**src/rtl/neopixel_frame_sequencer.sv**
```systemverilog
// NeoPixel frame sequencer: the host fills a shadow buffer, and a commit or refresh snapshots it
// into an active buffer that is streamed as color loads, followed by send_it and the strand handshake.
module neopixel_frame_sequencer #(
  parameter int NUM_PIXELS     = 5,
  parameter int REFRESH_CYCLES = 1000000,
  parameter int ACK_TIMEOUT    = 64
) (
  input  logic        clock,
  input  logic        reset,
  input  logic        wr_en,
  input  logic [2:0]  wr_pixel,
  input  logic [1:0]  wr_color,
  input  logic [7:0]  wr_level,
  input  logic        commit,
  input  logic        auto_refresh_en,
  input  logic        ready_to_load,
  input  logic        ready_to_send,
  output logic [7:0]  color_level,
  output logic [1:0]  color_index,
  output logic [2:0]  pixel_index,
  output logic        load_color,
  output logic        send_it,
  output logic        busy,
  output logic        frame_done,
  output logic        send_timeout,
  output logic [15:0] frame_count
);
  localparam int RW = $clog2(REFRESH_CYCLES + 1);
  localparam int TW = $clog2(ACK_TIMEOUT + 1);
  localparam logic [RW-1:0] REFRESH_MAX = RW'(REFRESH_CYCLES - 1);
  localparam logic [TW-1:0] ACK_MAX     = TW'(ACK_TIMEOUT - 1);
  localparam logic [2:0]    LAST_PIXEL  = 3'(NUM_PIXELS - 1);
  localparam logic [3:0]    PIXEL_LIMIT = 4'(NUM_PIXELS);

  // IDLE wait start | LOAD stream colors | SEND pulse send_it | WAIT_ACK strand accepts | WAIT_DONE tx + gap
  typedef enum logic [2:0] {IDLE, LOAD, SEND, WAIT_ACK, WAIT_DONE} state_t;
  typedef logic [NUM_PIXELS-1:0][2:0][7:0] frame_t;

  state_t        state_q, state_d;
  frame_t        shadow_q, shadow_d, active_q, active_d;
  logic [2:0]    pixel_q, pixel_d;
  logic [1:0]    phase_q, phase_d;
  logic [RW-1:0] refresh_q, refresh_d;
  logic [TW-1:0] ack_q, ack_d;
  logic          pending_q, pending_d;
  logic [15:0]   frame_count_q, frame_count_d;
  logic          expired, start;
  logic [1:0]    phase_code;

  // Load order is R, G, B; swapping the phase bits gives the strand codes 00, 10, 01.
  assign phase_code  = {phase_q[0], phase_q[1]};
  assign expired     = (refresh_q == REFRESH_MAX);
  assign start       = (state_q == IDLE) && (pending_q || commit || (auto_refresh_en && expired)) &&
                       ready_to_load && ready_to_send;
  assign frame_count = frame_count_q;

  always_comb begin
    shadow_d  = shadow_q;
    pending_d = start ? 1'b0 : (pending_q | commit);
    refresh_d = refresh_q;
    if (wr_en && ({1'b0, wr_pixel} < PIXEL_LIMIT) && (wr_color != 2'b11))
      shadow_d[wr_pixel][wr_color] = wr_level;
    if (!auto_refresh_en || frame_done || send_timeout)
      refresh_d = '0;
    else if (!expired)
      refresh_d = refresh_q + 1'b1;
  end

  always_comb begin
    state_d       = state_q;
    active_d      = active_q;
    pixel_d       = pixel_q;
    phase_d       = phase_q;
    ack_d         = ack_q;
    frame_count_d = frame_count_q;
    color_level   = '0;
    color_index   = '0;
    pixel_index   = '0;
    load_color    = 1'b0;
    send_it       = 1'b0;
    frame_done    = 1'b0;
    send_timeout  = 1'b0;
    busy          = (state_q != IDLE);
    case (state_q)
      IDLE: begin
        if (start) begin
          active_d = shadow_q;
          pixel_d  = '0;
          phase_d  = '0;
          state_d  = LOAD;
        end
      end
      LOAD: begin
        load_color = ready_to_load;
        if (ready_to_load) begin
          color_index = phase_code;
          pixel_index = pixel_q;
          color_level = active_q[pixel_q][phase_code];
          if (phase_q == 2'd2) begin
            phase_d = '0;
            pixel_d = pixel_q + 3'd1;
            if (pixel_q == LAST_PIXEL)
              state_d = SEND;
          end else begin
            phase_d = phase_q + 2'd1;
          end
        end
      end
      SEND: begin
        send_it = ready_to_send;
        if (ready_to_send) begin
          ack_d   = '0;
          state_d = WAIT_ACK;
        end
      end
      WAIT_ACK: begin
        if (!ready_to_send) begin
          state_d = WAIT_DONE;
        end else if (ack_q == ACK_MAX) begin
          send_timeout = 1'b1;
          state_d      = IDLE;
        end else begin
          ack_d = ack_q + 1'b1;
        end
      end
      WAIT_DONE: begin
        if (ready_to_send) begin
          frame_done    = 1'b1;
          frame_count_d = frame_count_q + 16'd1;
          state_d       = IDLE;
        end
      end
      default: state_d = IDLE;
    endcase
  end

  always_ff @(posedge clock or posedge reset) begin
    if (reset) begin
      state_q       <= IDLE;
      shadow_q      <= '0;
      active_q      <= '0;
      pixel_q       <= '0;
      phase_q       <= '0;
      refresh_q     <= '0;
      ack_q         <= '0;
      pending_q     <= 1'b0;
      frame_count_q <= '0;
    end else begin
      state_q       <= state_d;
      shadow_q      <= shadow_d;
      active_q      <= active_d;
      pixel_q       <= pixel_d;
      phase_q       <= phase_d;
      refresh_q     <= refresh_d;
      ack_q         <= ack_d;
      pending_q     <= pending_d;
      frame_count_q <= frame_count_d;
    end
  end
endmodule
```
**config.mk**
```make
export PLATFORM = sky130hd
export DESIGN_NAME = neopixel_frame_sequencer
export DESIGN_NICKNAME = d
export VERILOG_FILES = /design/src/rtl/neopixel_frame_sequencer.sv
export SDC_FILE = /design/constraint.sdc
export NUM_CORES = 1
export LEC_CHECK = 0
export ABC_AREA = 1
export CAP_MARGIN = 20
export CORE_ASPECT_RATIO = 1.75
export CORE_MARGIN = 8
export CORE_UTILIZATION = 56
export DETAILED_ROUTE_END_ITERATION = 8
export GPL_TIMING_DRIVEN = 0
export MAX_ROUTING_LAYER = met4
export PLACE_DENSITY = 0.83
export SETUP_SLACK_MARGIN = 0.15
export SYNTH_ARGS = -nofsm -noshare
export SYNTH_HDL_FRONTEND = slang
export SYNTH_SLANG_ARGS = --single-unit
```
**constraint.sdc**
```tcl
create_clock -name clock -period 21.4 [get_ports clock]
set_clock_uncertainty 0.1 [all_clocks]
set_input_delay 6.42 -clock clock [delete_from_list [all_inputs] [get_ports clock]]
set_output_delay 6.42 -clock clock [all_outputs]
set_load 0.02 [all_outputs]
```
# Yosys cells after proc, flatten, opt, wreduce, memory -nomap -nowiden
# Cells that the tools add are included.
[word_totals] ff_bits=292 out_inout_bits=34 wordCells=138
[op_classes] add_sub_neg=5 order_cmp=7 n_eq_ne=19 mux=46 bitwise_logic=1 reduce_logical=23
[ops] cell="bitwise mux 120 bit" n=1
[ops] cell="binary-select mux 24 bit (select 3 bit)" n=1
[ops] cell="demux 24 bit (select 3 bit)" n=1
[ops] cell="two-way mux 24 bit" n=2
[ops] cell="two-way mux 20 bit" n=2
[ops] cell="two-way mux 3 bit" n=13
[ops] cell="two-way mux 8 bit" n=4
[ops] cell="two-way mux 7 bit" n=3
[ops] cell="adder 20 x 1 -> 20 bit, second input constant" n=1
[ops] cell="equality test 20 bit, second input constant" n=1
[ops] cell="!= test 2 bit, second input constant" n=9
[ops] cell="adder 16 x 1 -> 16 bit, second input constant" n=1
[ops] cell="binary-select mux 8 bit (select 2 bit)" n=1
[ops] cell="demux 8 bit (select 2 bit)" n=1
[ops] cell="case mux 3 bit (5 select lines)" n=1
[ops] cell="case mux 7 bit (2 select lines)" n=1
[ops] cell="two-way mux 2 bit" n=5
[ops] cell="logical AND 1 bit" n=8
[ops] cell="less-than comparator 3 x 4 -> 1 bit, second input constant" n=2
[ops] cell="two-way mux 1 bit" n=8
[ops] cell="AND reduction 4 bit" n=2
[ops] cell="adder 7 x 1 -> 7 bit, second input constant" n=1
[ops] cell="equality test 7 x 6 -> 1 bit, second input constant" n=1
[ops] cell="AND reduction 7 bit" n=1
[ops] cell="22 further kinds" n=30

# Depth between registers and ports, before layout
[depth] word_depth=8 depth_mapped=12 mapped_depth_nobuf=11

# Worst setup path after synthesis
# No wires, ideal clock.
[synth_path] kind="input to output" startpoint="input ready_to_load" endpoint="output color_level[0]" t_arrival_ns=7.069 path_slack_ns=7.811 path_stages=5 path_cell_list="inv_1 > nor2_1 > buf_2 > nand2_1 > inv_1"
[synth_between] elab_chain_len=2
[synth_lines] element="start, declared" line_no="16" text="input logic ready_to_load,"
[synth_lines] element="two-way mux 8 bit" line_no="95" text="if (ready_to_load) begin"
[synth_lines] element="two-way mux 8 bit" line_no="84" text="case (state_q)"
[synth_lines] element="end, declared" line_no="18" text="output logic [7:0] color_level,"
# Every way passes these cells.

# Worst setup path in the final report
[layout_path] startpoint="input ready_to_send" endpoint="output send_timeout"
[layout_between] elab_chain_len=2
[layout_lines] element="start, declared" line_no="17" text="input logic ready_to_send,"
[layout_lines] element="two-way mux 1 bit" line_no="117" text="if (!ready_to_send) begin"
[layout_lines] element="two-way mux 1 bit" line_no="84"
[layout_lines] element="end, declared" line_no="25" text="output logic send_timeout,"
# Every way passes these cells.

==> impl_metrics.toml <==
[worst_setup_path]
r2r_cells = 12
start_kind = "input port"
worstPathCellList = "clkdlybuf4s50_1 > inv_1 > nor2_1 > inv_1 > nor2_1 > clkdlybuf4s50_1"
cp_slowest_cell = "clkdlybuf4s50_1"
cp_slowest_stage_delay_ns = 0.62
worstPathRequired_ns = 14.88
critPathTopFamily = "buffers and inverters"
cp.depth = 6
arrival_ns = 8.07
endpoint_kind = "output pin"
worst-path-buf-inv = 4
crit_type = "input port to output pin"
cp_max_fo = 4

[pwr]
powerDensity_mw_per_mm2 = 126
vdd_drop_max_uv = 74.1
p_leak_nw = 7.48

[synth]
syn-num-nets = 1568
synthArstFlopShare_pct = 100
synth_top_area_cell = "dfrtp_1"
ys_types = 38
synth.area.top_cells = "dfrtp_1 55%, nand2_1 12%, o21ai_0 6.7%, a21oi_2 4.1%, inv_1 4.0%"
synth_top_area_share_pct = 54.6
synth_cells = 1543
syn_avg_cell_area_um2 = 8.67
synth_warnings = 0
syn-cell-area_mm2 = 0.0134
synth_edf_count = 0
yosysSeqAreaShare_pct = 54.6
synth_seq_cells = 292
synthFlopType = "dfrtp_1"

[cells_and_area]
fin_area_mm2 = 0.0154
fin_util_pct = 64.8
fin_cells = 1955
drive_gt1_share_pct = 12.9
area.growth.synth_to_final_pct = 15.1
antenna_cells = 0
nNetsFinal = 1652

[global_routing]
grt_pass1_vias = 11100
antenna_found_initial = 0
grt_start_max_net_pins = 118
grt-ovfl-total = 0
grtUsageTotal_pct = 27.1
grt_pass1_wl_mm = 60.0

[routing]
wl_per_cell_um = 19.1
ant_nets = 0
wl_mm = 37.4
via_per_inst = 5.60
drtPass1Iterations = 5
drc_errors = 0
vias = 10900
drt_first_iter_violations = 948

[sta]
finalHoldViolations = 0
fin_ws_ns = 6.81
min_period_ns = 14.59
setup_viol = 0
slew_headroom_pct = 27.5
finalCritPeriodShare_pct = 68.2
worstMarginPinSlew_ns = 1.09
setup_tns_ns = 0
maxSlewViolCount = 0
max_freq_ghz = 0.0685
rsz0062_at_grt = "no"

[placed_design]
dp_cells = 1906
place_hpwl_mm = 26.5
gp_congestion = 1.02
port-buffer-count = 53
placed_cell_area_mm2 = 0.0144
detailedPlace.worstSlack_ns = 6.80

[cts]
root_buffer = "clkbuf_16"
cts_tree = "yes"
cts_buffers = 27
cts_setup_buffers = 0
cts_max_path_buffers = 3
htreeDepth = 1
cts_resized = 0
cts_hold_buf = 0
clkTransAtPathRegs_ns = 0.06
clk_latency_ns = 0.56
clock-sinks = 292

[floorplan]
die_y_um = 220
rows = 75
dieArea_mm2 = 0.0293
core_area_mm2 = 0.0237
fp.dieW_um = 133
boundaryPins = 54
start_util_pct = 56.3

[hold_path]
hp-class = "flip-flop to flip-flop"
min_path_cells = 2

[flow_run]
max_cap_violations = 0

[outcome]
status = "completed"
## report_power, final
group	switching [mW]	internal [mW]
logic	0.397	0.190
clock network	0.218	0.338
registers	0.0828	0.711
total	0.698	1.24
## final timing paths
kind | end | startpoint | slack [ns]
min in group asynchronous | shadow_q[80] | reset | 6.28
max in group asynchronous | shadow_q[19] | reset | 13.84
max | send_timeout | ready_to_send | 6.81
min | active_q[75] | active_q[75] | 0.37
min reg2reg | active_q[75] | active_q[75] | 0.37
max reg2reg | state_q[1] | pixel_q[1] | 18.80
## worst reg2reg max path: cells and delay by family, from the launching register on
family                     cells  cell delay (ns)
adders and majority gates      1             0.22
AOI/OAI and AO/OA              1             0.17
and+or+nand+nor                6             0.54
DFF                            1             0.37
buffers and inverters          4             1.07
## kinds of logic after synthesis
| family | after synthesis | synth area share [%] |
|---|---|---|
| and+or+nand+nor | 679 | 22.0 |
| AOI/OAI and AO/OA | 324 | 14.5 |
| DFF | 292 | 54.6 |
| buffers and inverters | 227 | 7.33 |
| xor gates and xnor gates | 16 | 1.05 |
| adders and majority gates | 5 | 0.468 |
## metrics by stage
| step | total power, mW | hold WS, ns |
|---|---|---|
| 2_1_floorplan | 1.17 | 0.337 |
| 3_3_place_gp | 1.34 | 0.351 |
| 3_5_place_dp | 1.37 | 0.358 |
| 4_1_cts | 1.92 | 0.374 |
| 5_1_grt | 2.04 | 0.394 |
| 6_report | 1.94 | 0.371 |
## sequential cells by signal, indices dropped and copies added (netlist names)
| name | count |
|---|---|
| active_q | 120 |
| shadow_q | 120 |
| refresh_q | 20 |
| frame_count | 16 |
| ack_q | 7 |
| pixel_q | 3 |
| state_q | 3 |
| phase_q | 2 |
| pending_q | 1 |
## cells in the mapped netlist (10+ instances only)
cell type / number
nor3_1: 16
buf_2: 21
a21oi_1: 36
dfrtp_1: 292
a21oi_2: 62
nand3_1: 84
xor2_1: 10
clkbuf_1: 36
nor2_1: 93
nor2_2: 32
o21ai_0: 180
nand2_1: 423
o211ai_1: 22
buf_6: 12
inv_1: 144
nor2_4: 10
## layout make-up
cell class | count | area, um2
clock buffer | 35 | 766
fill | 1922 | 8350
multi-input combinational | 1024 | 5090
clock inverter | 14 | 269
sequential | 292 | 7310
tap | 308 | 385
timing repair buffer | 55 | 586
buffer | 74 | 405
inverter | 153 | 582
## placed cells by master (no fill, tap or decap), types with 6 or more instances in the layout
cell type,Yosys,final
nor2_2,32,32
xor2_1,10,10
inv_2,9,9
o21ai_0,180,180
a21oi_1,36,36
a21oi_2,62,62
nor3_1,16,16
nor2_1,93,93
dfrtp_1,292,292
o22ai_1,8,8
bufinv_16,0,7
clkdlybuf4s50_1,0,53
nor2_4,10,10
buf_6,12,12
buf_2,21,21
clkbuf_8,0,6
nand3_1,84,84
o211ai_1,22,22
inv_1,144,143
o21ai_1,9,9
nand2_1,423,423
xnor2_1,6,6
clkbuf_1,36,38
clkbuf_16,0,27
## per-layer routing
metal  share of wire, %  global-route usage, %
met5                  0                      -
met4                7.2                   18.4
met3                5.7                   4.34
met2                 51                   46.1
met1                 36                   28.7
Power figures use the tool's default switching activity.
